--- config.mk ---
export PLATFORM = sky130hd
export DESIGN_NAME = branch_predictor_flat
export DESIGN_NICKNAME = d
export VERILOG_FILES = /design/src/rtl/branch_predictor_if.sv /design/src/rtl/branch_predictor.sv /design/src/flat_wrapper.sv
export SDC_FILE = /design/constraint.sdc
export NUM_CORES = 2
export LEC_CHECK = 0
export BUFFER_PORTS_ARGS = -buffer_cell sky130_fd_sc_hd__buf_2
export CAP_MARGIN = 15
export CELL_PAD_IN_SITES_DETAIL_PLACEMENT = 0
export CELL_PAD_IN_SITES_GLOBAL_PLACEMENT = 1
export CORE_MARGIN = 2
export CORE_UTILIZATION = 50
export CTS_CLUSTER_SIZE = 14
export DETAILED_ROUTE_END_ITERATION = 16
export GPL_TIMING_DRIVEN = 0
export HOLD_SLACK_MARGIN = 0.08
export PLACE_DENSITY = 0.8
export REMOVE_ABC_BUFFERS = 1
export SYNTH_ARGS = -nofsm -noshare
export SYNTH_HDL_FRONTEND = slang
export SYNTH_SLANG_ARGS = --single-unit
--- constraint.sdc ---
create_clock -name clk -period 4.21 [get_ports clk]
set_clock_uncertainty 0.15 [all_clocks]
set_input_delay 0.421 -clock clk [delete_from_list [all_inputs] [get_ports clk]]
set_output_delay 0.421 -clock clk [all_outputs]
set_load 0.05 [all_outputs]
--- src/rtl/branch_predictor_if.sv ---
// branch_predictor_if: fetch lookup, EX resolution and perf-counter signals of the branch predictor
interface branch_predictor_if #(parameter int CNT_W = 32);
  logic [31:0] if_pc;
  logic pred_hit;
  logic pred_taken;
  logic [31:0] pred_target;
  logic ex_valid;
  logic ex_is_branch;
  logic [31:0] ex_pc;
  logic ex_taken;
  logic [31:0] ex_target;
  logic ex_pred_taken;
  logic [31:0] ex_pred_target;
  logic mispredict;
  logic [31:0] redirect_pc;
  logic [CNT_W-1:0] branch_count;
  logic [CNT_W-1:0] mispredict_count;
  modport master (
    output if_pc, ex_valid, ex_is_branch, ex_pc, ex_taken, ex_target, ex_pred_taken, ex_pred_target,
    input pred_hit, pred_taken, pred_target, mispredict, redirect_pc, branch_count, mispredict_count
  );
  modport slave (
    input if_pc, ex_valid, ex_is_branch, ex_pc, ex_taken, ex_target, ex_pred_taken, ex_pred_target,
    output pred_hit, pred_taken, pred_target, mispredict, redirect_pc, branch_count, mispredict_count
  );
endinterface

--- src/rtl/branch_predictor.sv ---
// branch_predictor: direct-mapped 2-bit counter table with tagged targets, trained from EX resolution
module branch_predictor #(
  parameter int ENTRIES = 16,
  parameter int TAG_W = 8,
  parameter int CNT_W = 32
) (
  input logic clk,
  input logic rst_n,
  branch_predictor_if.slave bp
);
  localparam int IDX_W = $clog2(ENTRIES);
  logic valid [ENTRIES];
  logic [TAG_W-1:0] tags [ENTRIES];
  logic [31:0] tgts [ENTRIES];
  logic [1:0] ctrs [ENTRIES];
  logic [IDX_W-1:0] if_idx, ex_idx;
  logic [TAG_W-1:0] if_tag, ex_tag;
  logic ex_hit, upd, misp;
  logic [CNT_W-1:0] br_cnt, mp_cnt;
  assign if_idx = bp.if_pc[IDX_W+1:2];
  assign if_tag = bp.if_pc[IDX_W+2+TAG_W-1:IDX_W+2];
  assign ex_idx = bp.ex_pc[IDX_W+1:2];
  assign ex_tag = bp.ex_pc[IDX_W+2+TAG_W-1:IDX_W+2];
  assign bp.pred_hit = valid[if_idx] && tags[if_idx] == if_tag;
  assign bp.pred_taken = bp.pred_hit && ctrs[if_idx][1];
  assign bp.pred_target = bp.pred_taken ? tgts[if_idx] : bp.if_pc + 32'd4;
  assign ex_hit = valid[ex_idx] && tags[ex_idx] == ex_tag;
  assign upd = bp.ex_valid && bp.ex_is_branch;
  assign misp = upd ? (bp.ex_taken != bp.ex_pred_taken) || (bp.ex_taken && bp.ex_pred_target != bp.ex_target)
                    : bp.ex_valid && bp.ex_pred_taken;
  assign bp.mispredict = misp;
  assign bp.redirect_pc = (bp.ex_is_branch && bp.ex_taken) ? bp.ex_target : bp.ex_pc + 32'd4;
  assign bp.branch_count = br_cnt;
  assign bp.mispredict_count = mp_cnt;
  always_ff @(posedge clk or negedge rst_n)
    if (!rst_n) begin
      for (int i = 0; i < ENTRIES; i++) begin
        valid[i] <= 1'b0;
        tags[i] <= '0;
        tgts[i] <= '0;
        ctrs[i] <= 2'b01;
      end
      br_cnt <= '0;
      mp_cnt <= '0;
    end else begin
      if (upd && ex_hit) begin
        ctrs[ex_idx] <= bp.ex_taken ? ((ctrs[ex_idx] == 2'b11) ? 2'b11 : ctrs[ex_idx] + 2'b01)
                                    : ((ctrs[ex_idx] == 2'b00) ? 2'b00 : ctrs[ex_idx] - 2'b01);
        if (bp.ex_taken) tgts[ex_idx] <= bp.ex_target;
      end else if (upd && bp.ex_taken) begin
        valid[ex_idx] <= 1'b1;
        tags[ex_idx] <= ex_tag;
        tgts[ex_idx] <= bp.ex_target;
        ctrs[ex_idx] <= 2'b10;
      end else if (bp.ex_valid && !bp.ex_is_branch && bp.ex_pred_taken && ex_hit) begin
        // a non-branch predicted taken means this entry belongs to an aliasing PC
        valid[ex_idx] <= 1'b0;
      end
      if (upd && br_cnt != '1) br_cnt <= br_cnt + 1'b1;
      if (misp && mp_cnt != '1) mp_cnt <= mp_cnt + 1'b1;
    end
endmodule
--- src/flat_wrapper.sv ---
// flat-port wrapper written by rule: the top's interface ports become plain ports
module branch_predictor_flat 
#(
  parameter int ENTRIES = 16,
  parameter int TAG_W = 8,
  parameter int CNT_W = 32
)
  (clk, rst_n, bp_if_pc, bp_ex_valid, bp_ex_is_branch, bp_ex_pc, bp_ex_taken, bp_ex_target, bp_ex_pred_taken, bp_ex_pred_target, bp_pred_hit, bp_pred_taken, bp_pred_target, bp_mispredict, bp_redirect_pc, bp_branch_count, bp_mispredict_count);
  branch_predictor_if #(.CNT_W(CNT_W)) bp_i ();
  input logic clk;
  input logic rst_n;
  input wire logic [$bits(bp_i.if_pc)-1:0] bp_if_pc;
  input wire logic [$bits(bp_i.ex_valid)-1:0] bp_ex_valid;
  input wire logic [$bits(bp_i.ex_is_branch)-1:0] bp_ex_is_branch;
  input wire logic [$bits(bp_i.ex_pc)-1:0] bp_ex_pc;
  input wire logic [$bits(bp_i.ex_taken)-1:0] bp_ex_taken;
  input wire logic [$bits(bp_i.ex_target)-1:0] bp_ex_target;
  input wire logic [$bits(bp_i.ex_pred_taken)-1:0] bp_ex_pred_taken;
  input wire logic [$bits(bp_i.ex_pred_target)-1:0] bp_ex_pred_target;
  output wire logic [$bits(bp_i.pred_hit)-1:0] bp_pred_hit;
  output wire logic [$bits(bp_i.pred_taken)-1:0] bp_pred_taken;
  output wire logic [$bits(bp_i.pred_target)-1:0] bp_pred_target;
  output wire logic [$bits(bp_i.mispredict)-1:0] bp_mispredict;
  output wire logic [$bits(bp_i.redirect_pc)-1:0] bp_redirect_pc;
  output wire logic [$bits(bp_i.branch_count)-1:0] bp_branch_count;
  output wire logic [$bits(bp_i.mispredict_count)-1:0] bp_mispredict_count;
  assign bp_i.if_pc = bp_if_pc;
  assign bp_i.ex_valid = bp_ex_valid;
  assign bp_i.ex_is_branch = bp_ex_is_branch;
  assign bp_i.ex_pc = bp_ex_pc;
  assign bp_i.ex_taken = bp_ex_taken;
  assign bp_i.ex_target = bp_ex_target;
  assign bp_i.ex_pred_taken = bp_ex_pred_taken;
  assign bp_i.ex_pred_target = bp_ex_pred_target;
  assign bp_pred_hit = bp_i.pred_hit;
  assign bp_pred_taken = bp_i.pred_taken;
  assign bp_pred_target = bp_i.pred_target;
  assign bp_mispredict = bp_i.mispredict;
  assign bp_redirect_pc = bp_i.redirect_pc;
  assign bp_branch_count = bp_i.branch_count;
  assign bp_mispredict_count = bp_i.mispredict_count;
  branch_predictor #(.ENTRIES(ENTRIES), .TAG_W(TAG_W), .CNT_W(CNT_W)) u_core (.clk(clk), .rst_n(rst_n), .bp(bp_i));
endmodule
==> metrics.txt <==
Worst path slowest cell=mux4_2; total leakage power=0.0203 µW; WL met3=8690 µm; Worst slew margin=29.8%; routed wl met2=53600 µm; Final period util=99.8%; Worst-path clk slew=0.06 ns; CTS root buf=clkbuf_16; Slew @ Worst Pin=1.05 ns; global-route wire length before repair=169000 µm; number of global-route vias before repair=26500; commonest non-fill, non-tap cell in the layout=dfrtp_1; Final Critical Period=4.20 ns; DR vias/cell=6.28; CTS H-tree depth=3; synthesized flop and latch total=752; RSZ-0062 raised after global routing=true; post-synthesis cell type count=66; layout filler cell count=5845; via count=25200; Seq. cell area=0.0188 mm²; placed cells=3836; Top Ports=265; Crit path depth=10; die width=281 µm; CP required=3.64 ns; DRT Pass-1 Iters=5; async set-reset flop share out of synthesis=100%; Min-Delay Path Class=input port to flop; CTS tree=done; WP buf/inv=2; Pwr Total=19700 µW; Congestion Overflow GR=0; total track usage=28.8%; share of cells above drive strength 1=47.0%; area grow syn2layout=15.9%; remaining antenna violation count=0; Post-layout nets=3051; register area share after synthesis=49.1%; Core Area=0.0759 mm²; Ys Warns=0; CP Max Fanout=24; DR top layer=met4; average wire per standard cell=28.1 µm; Initial Util=50.5%; critical path cell sequence=mux4_2 -> mux2i_1 -> xnor2_1 -> nor4_1 -> nand4_1 -> a211oi_4 -> nand2_4 -> buf_12 -> mux2_2 -> buf_4; initial antenna violation count=2; CTS sink count=752; Syn Area/Cell=14.0 µm²; crit start category=flop; Fmax achieved=238 MHz; Worst Hold Path Cells=2; DRC=0; total wire length=113000 µm; Slew Limit Fails=0; Worst R2R Path Depth=8; DP HPWL=70200 µm; outcome=complete, no violations; arrival time at the worst endpoint=3.63 ns; power per cell area=442 mW/mm²; Clock Latency Late Sink=0.65 ns; Met1 Routed Length=46700 µm; chip height=281 µm; input/output buffers=264; GPL Wtd Cong=0.875; final hold viol count=0; most frequent cells in the layout=dfrtp_1 (736), mux2_2 (624), buf_2 (230); IR drop worst, VDD=285 µV; Die ar.=0.0790 mm²; endpoint type of the worst setup path=output port; Synth Instances=2748; EDFF count, synth=0; CP top delay family=multiplexers; setup TNS=0 ns; Syn Std Cell Area=0.0384 mm²; Synth Flop Type=dfrtp_1; Max Cap Viol=0; CTS max path bufs=3; Starting DRT DRC Count=2244; endpoints failing setup=0; area of the multi-input gates=0.0186 mm²; Rows=101; largest net degree at the start of global routing=136; Post-Layout Cell Count=4010; slowest cell delay on critical path=0.47 ns; Critical Setup Path Class=flop to output port; number of buffers created by CTS=82
worst register-to-register path: cells and delay by family, from the launching register on:
family | cells | cell delay, ns
AO/OA/AOI/OAI | 3 | 1.76
XOR/XNOR | 1 | 0.14
flip-flops | 1 | 0.39
multiplexers | 1 | 0.49
AND/OR/NAND/NOR | 3 | 0.83
cells in the mapped netlist (4+ instances only):
| cell type | count | area [µm²] |
|---|---|---|
| clkbuf_1 | 172 | 646 |
| o21ai_0 | 52 | 260 |
| buf_1 | 25 | 93.8 |
| dfrtp_1 | 736 | 18400 |
| nand4_1 | 40 | 250 |
| nor3_4 | 12 | 195 |
| nor3_1 | 22 | 110 |
| nand3_1 | 57 | 285 |
| buf_2 | 30 | 150 |
| mux4_2 | 226 | 5090 |
| and3_1 | 25 | 156 |
| a21oi_1 | 17 | 85.1 |
| buf_6 | 5 | 56.3 |
| mux2_1 | 32 | 360 |
| o21a_1 | 14 | 105 |
| buf_4 | 6 | 45.0 |
| mux2i_1 | 61 | 611 |
| and4_1 | 7 | 61.3 |
| a221oi_1 | 4 | 35.0 |
| a22oi_1 | 10 | 75.1 |
| o41ai_1 | 14 | 123 |
| nor2b_1 | 6 | 37.5 |
| ha_1 | 7 | 87.6 |
| mux2_4 | 24 | 360 |
| and2_1 | 12 | 75.1 |
| nor4_1 | 13 | 81.3 |
| dfstp_2 | 16 | 420 |
| nor2_1 | 55 | 206 |
| xor2_1 | 89 | 780 |
| nand2_1 | 118 | 443 |
| xnor2_1 | 80 | 701 |
| or4_1 | 16 | 120 |
| o211ai_1 | 17 | 128 |
| inv_1 | 37 | 139 |
| nand2b_1 | 15 | 93.8 |
| mux2_2 | 626 | 7050 |
| nor2_4 | 4 | 45.0 |
stage by stage:
step	utilization [%]	setup slack, ns	cell area (µm²)	hold slack [ns]
finish	58.6	0.00905	44500	0.120
global placement	52.6	-12.25	40000	0.318
floorplan	-	-1.28	37400	-0.0246
global route	58.6	-0.140	44500	0.132
detailed placement	53.9	-1.67	41000	0.318
CTS	58.4	0.0166	44300	0.0894
final timing paths:
path / startpoint / to / slack [ns]
min: bp_ex_target[25] / u_core.tgts[25] / 0.12
max: u_core.tags[78] / bp_pred_target[8] / 0.009
max in group asynchronous: rst_n / u_core.bp.mispredict_count[8] / 1.16
min in group asynchronous: rst_n / u_core.tgts[225] / 0.19
max reg2reg: u_core.tags[71] / u_core.ctrs[28] / 0.33
min reg2reg: u_core.bp.branch_count[30] / u_core.bp.branch_count[30] / 0.34
routing by layer:
metal | track usage (%) | up-vias
met3 | 5.94 | 206
met4 | 9.15 | 0
met2 | 46.0 | 1094
met5 | 0 | -
met1 | 39.6 | 13400
li1 | - | 10500
cells by family after synthesis:
group                    count (synthesis)  synth area share (%)
AO/OA/AOI/OAI                          158                  2.77
XOR/XNOR                               169                  3.86
adder cells (fa/ha/maj)                  8                 0.254
buffers and inverters                  277                  3.05
flip-flops                             752                  49.1
multiplexers                           969                  35.1
AND/OR/NAND/NOR                        415                  5.91
cell type report:
class / instances / area share, %
Sequential cell: 752 / 42.3
Antenna cell: 1 / 0.00562
Inverter: 37 / 0.312
Multi-Input combinational cell: 1719 / 41.9
Timing Repair Buffer: 318 / 6.11
Tap cell: 1030 / 2.90
Clock buffer: 119 / 5.47
Clock inverter: 34 / 1.00
registers in the layout (all words and copies together) (netlist names), named ones only:
| register | cells |
|---|---|
| u_core.tags | 128 |
| u_core.bp.mispredict_count | 32 |
| u_core.tgts | 512 |
| u_core.ctrs | 32 |
| u_core.bp.branch_count | 32 |
power by group:
part           switching [µW]  total [µW]  internal [µW]
sequential                595        8760           8170
combinational            1670        3330           1660
clock                    3090        7570           4480
what timing repair did:
| action | 4_1_cts | 5_1_grt |
|---|---|---|
| hold buffers | 1 | 0 |
| pin swaps | 3 | 3 |
| gates resized for setup | 22 | 51 |
| endpoints found under the setup margin | 71 | 38 |
| hold endpoints to repair | 87 | 0 |
| buffers inserted | 5 | 1 |
| cloned | 10 | 1 |
(Power assumes the default switching activity.)
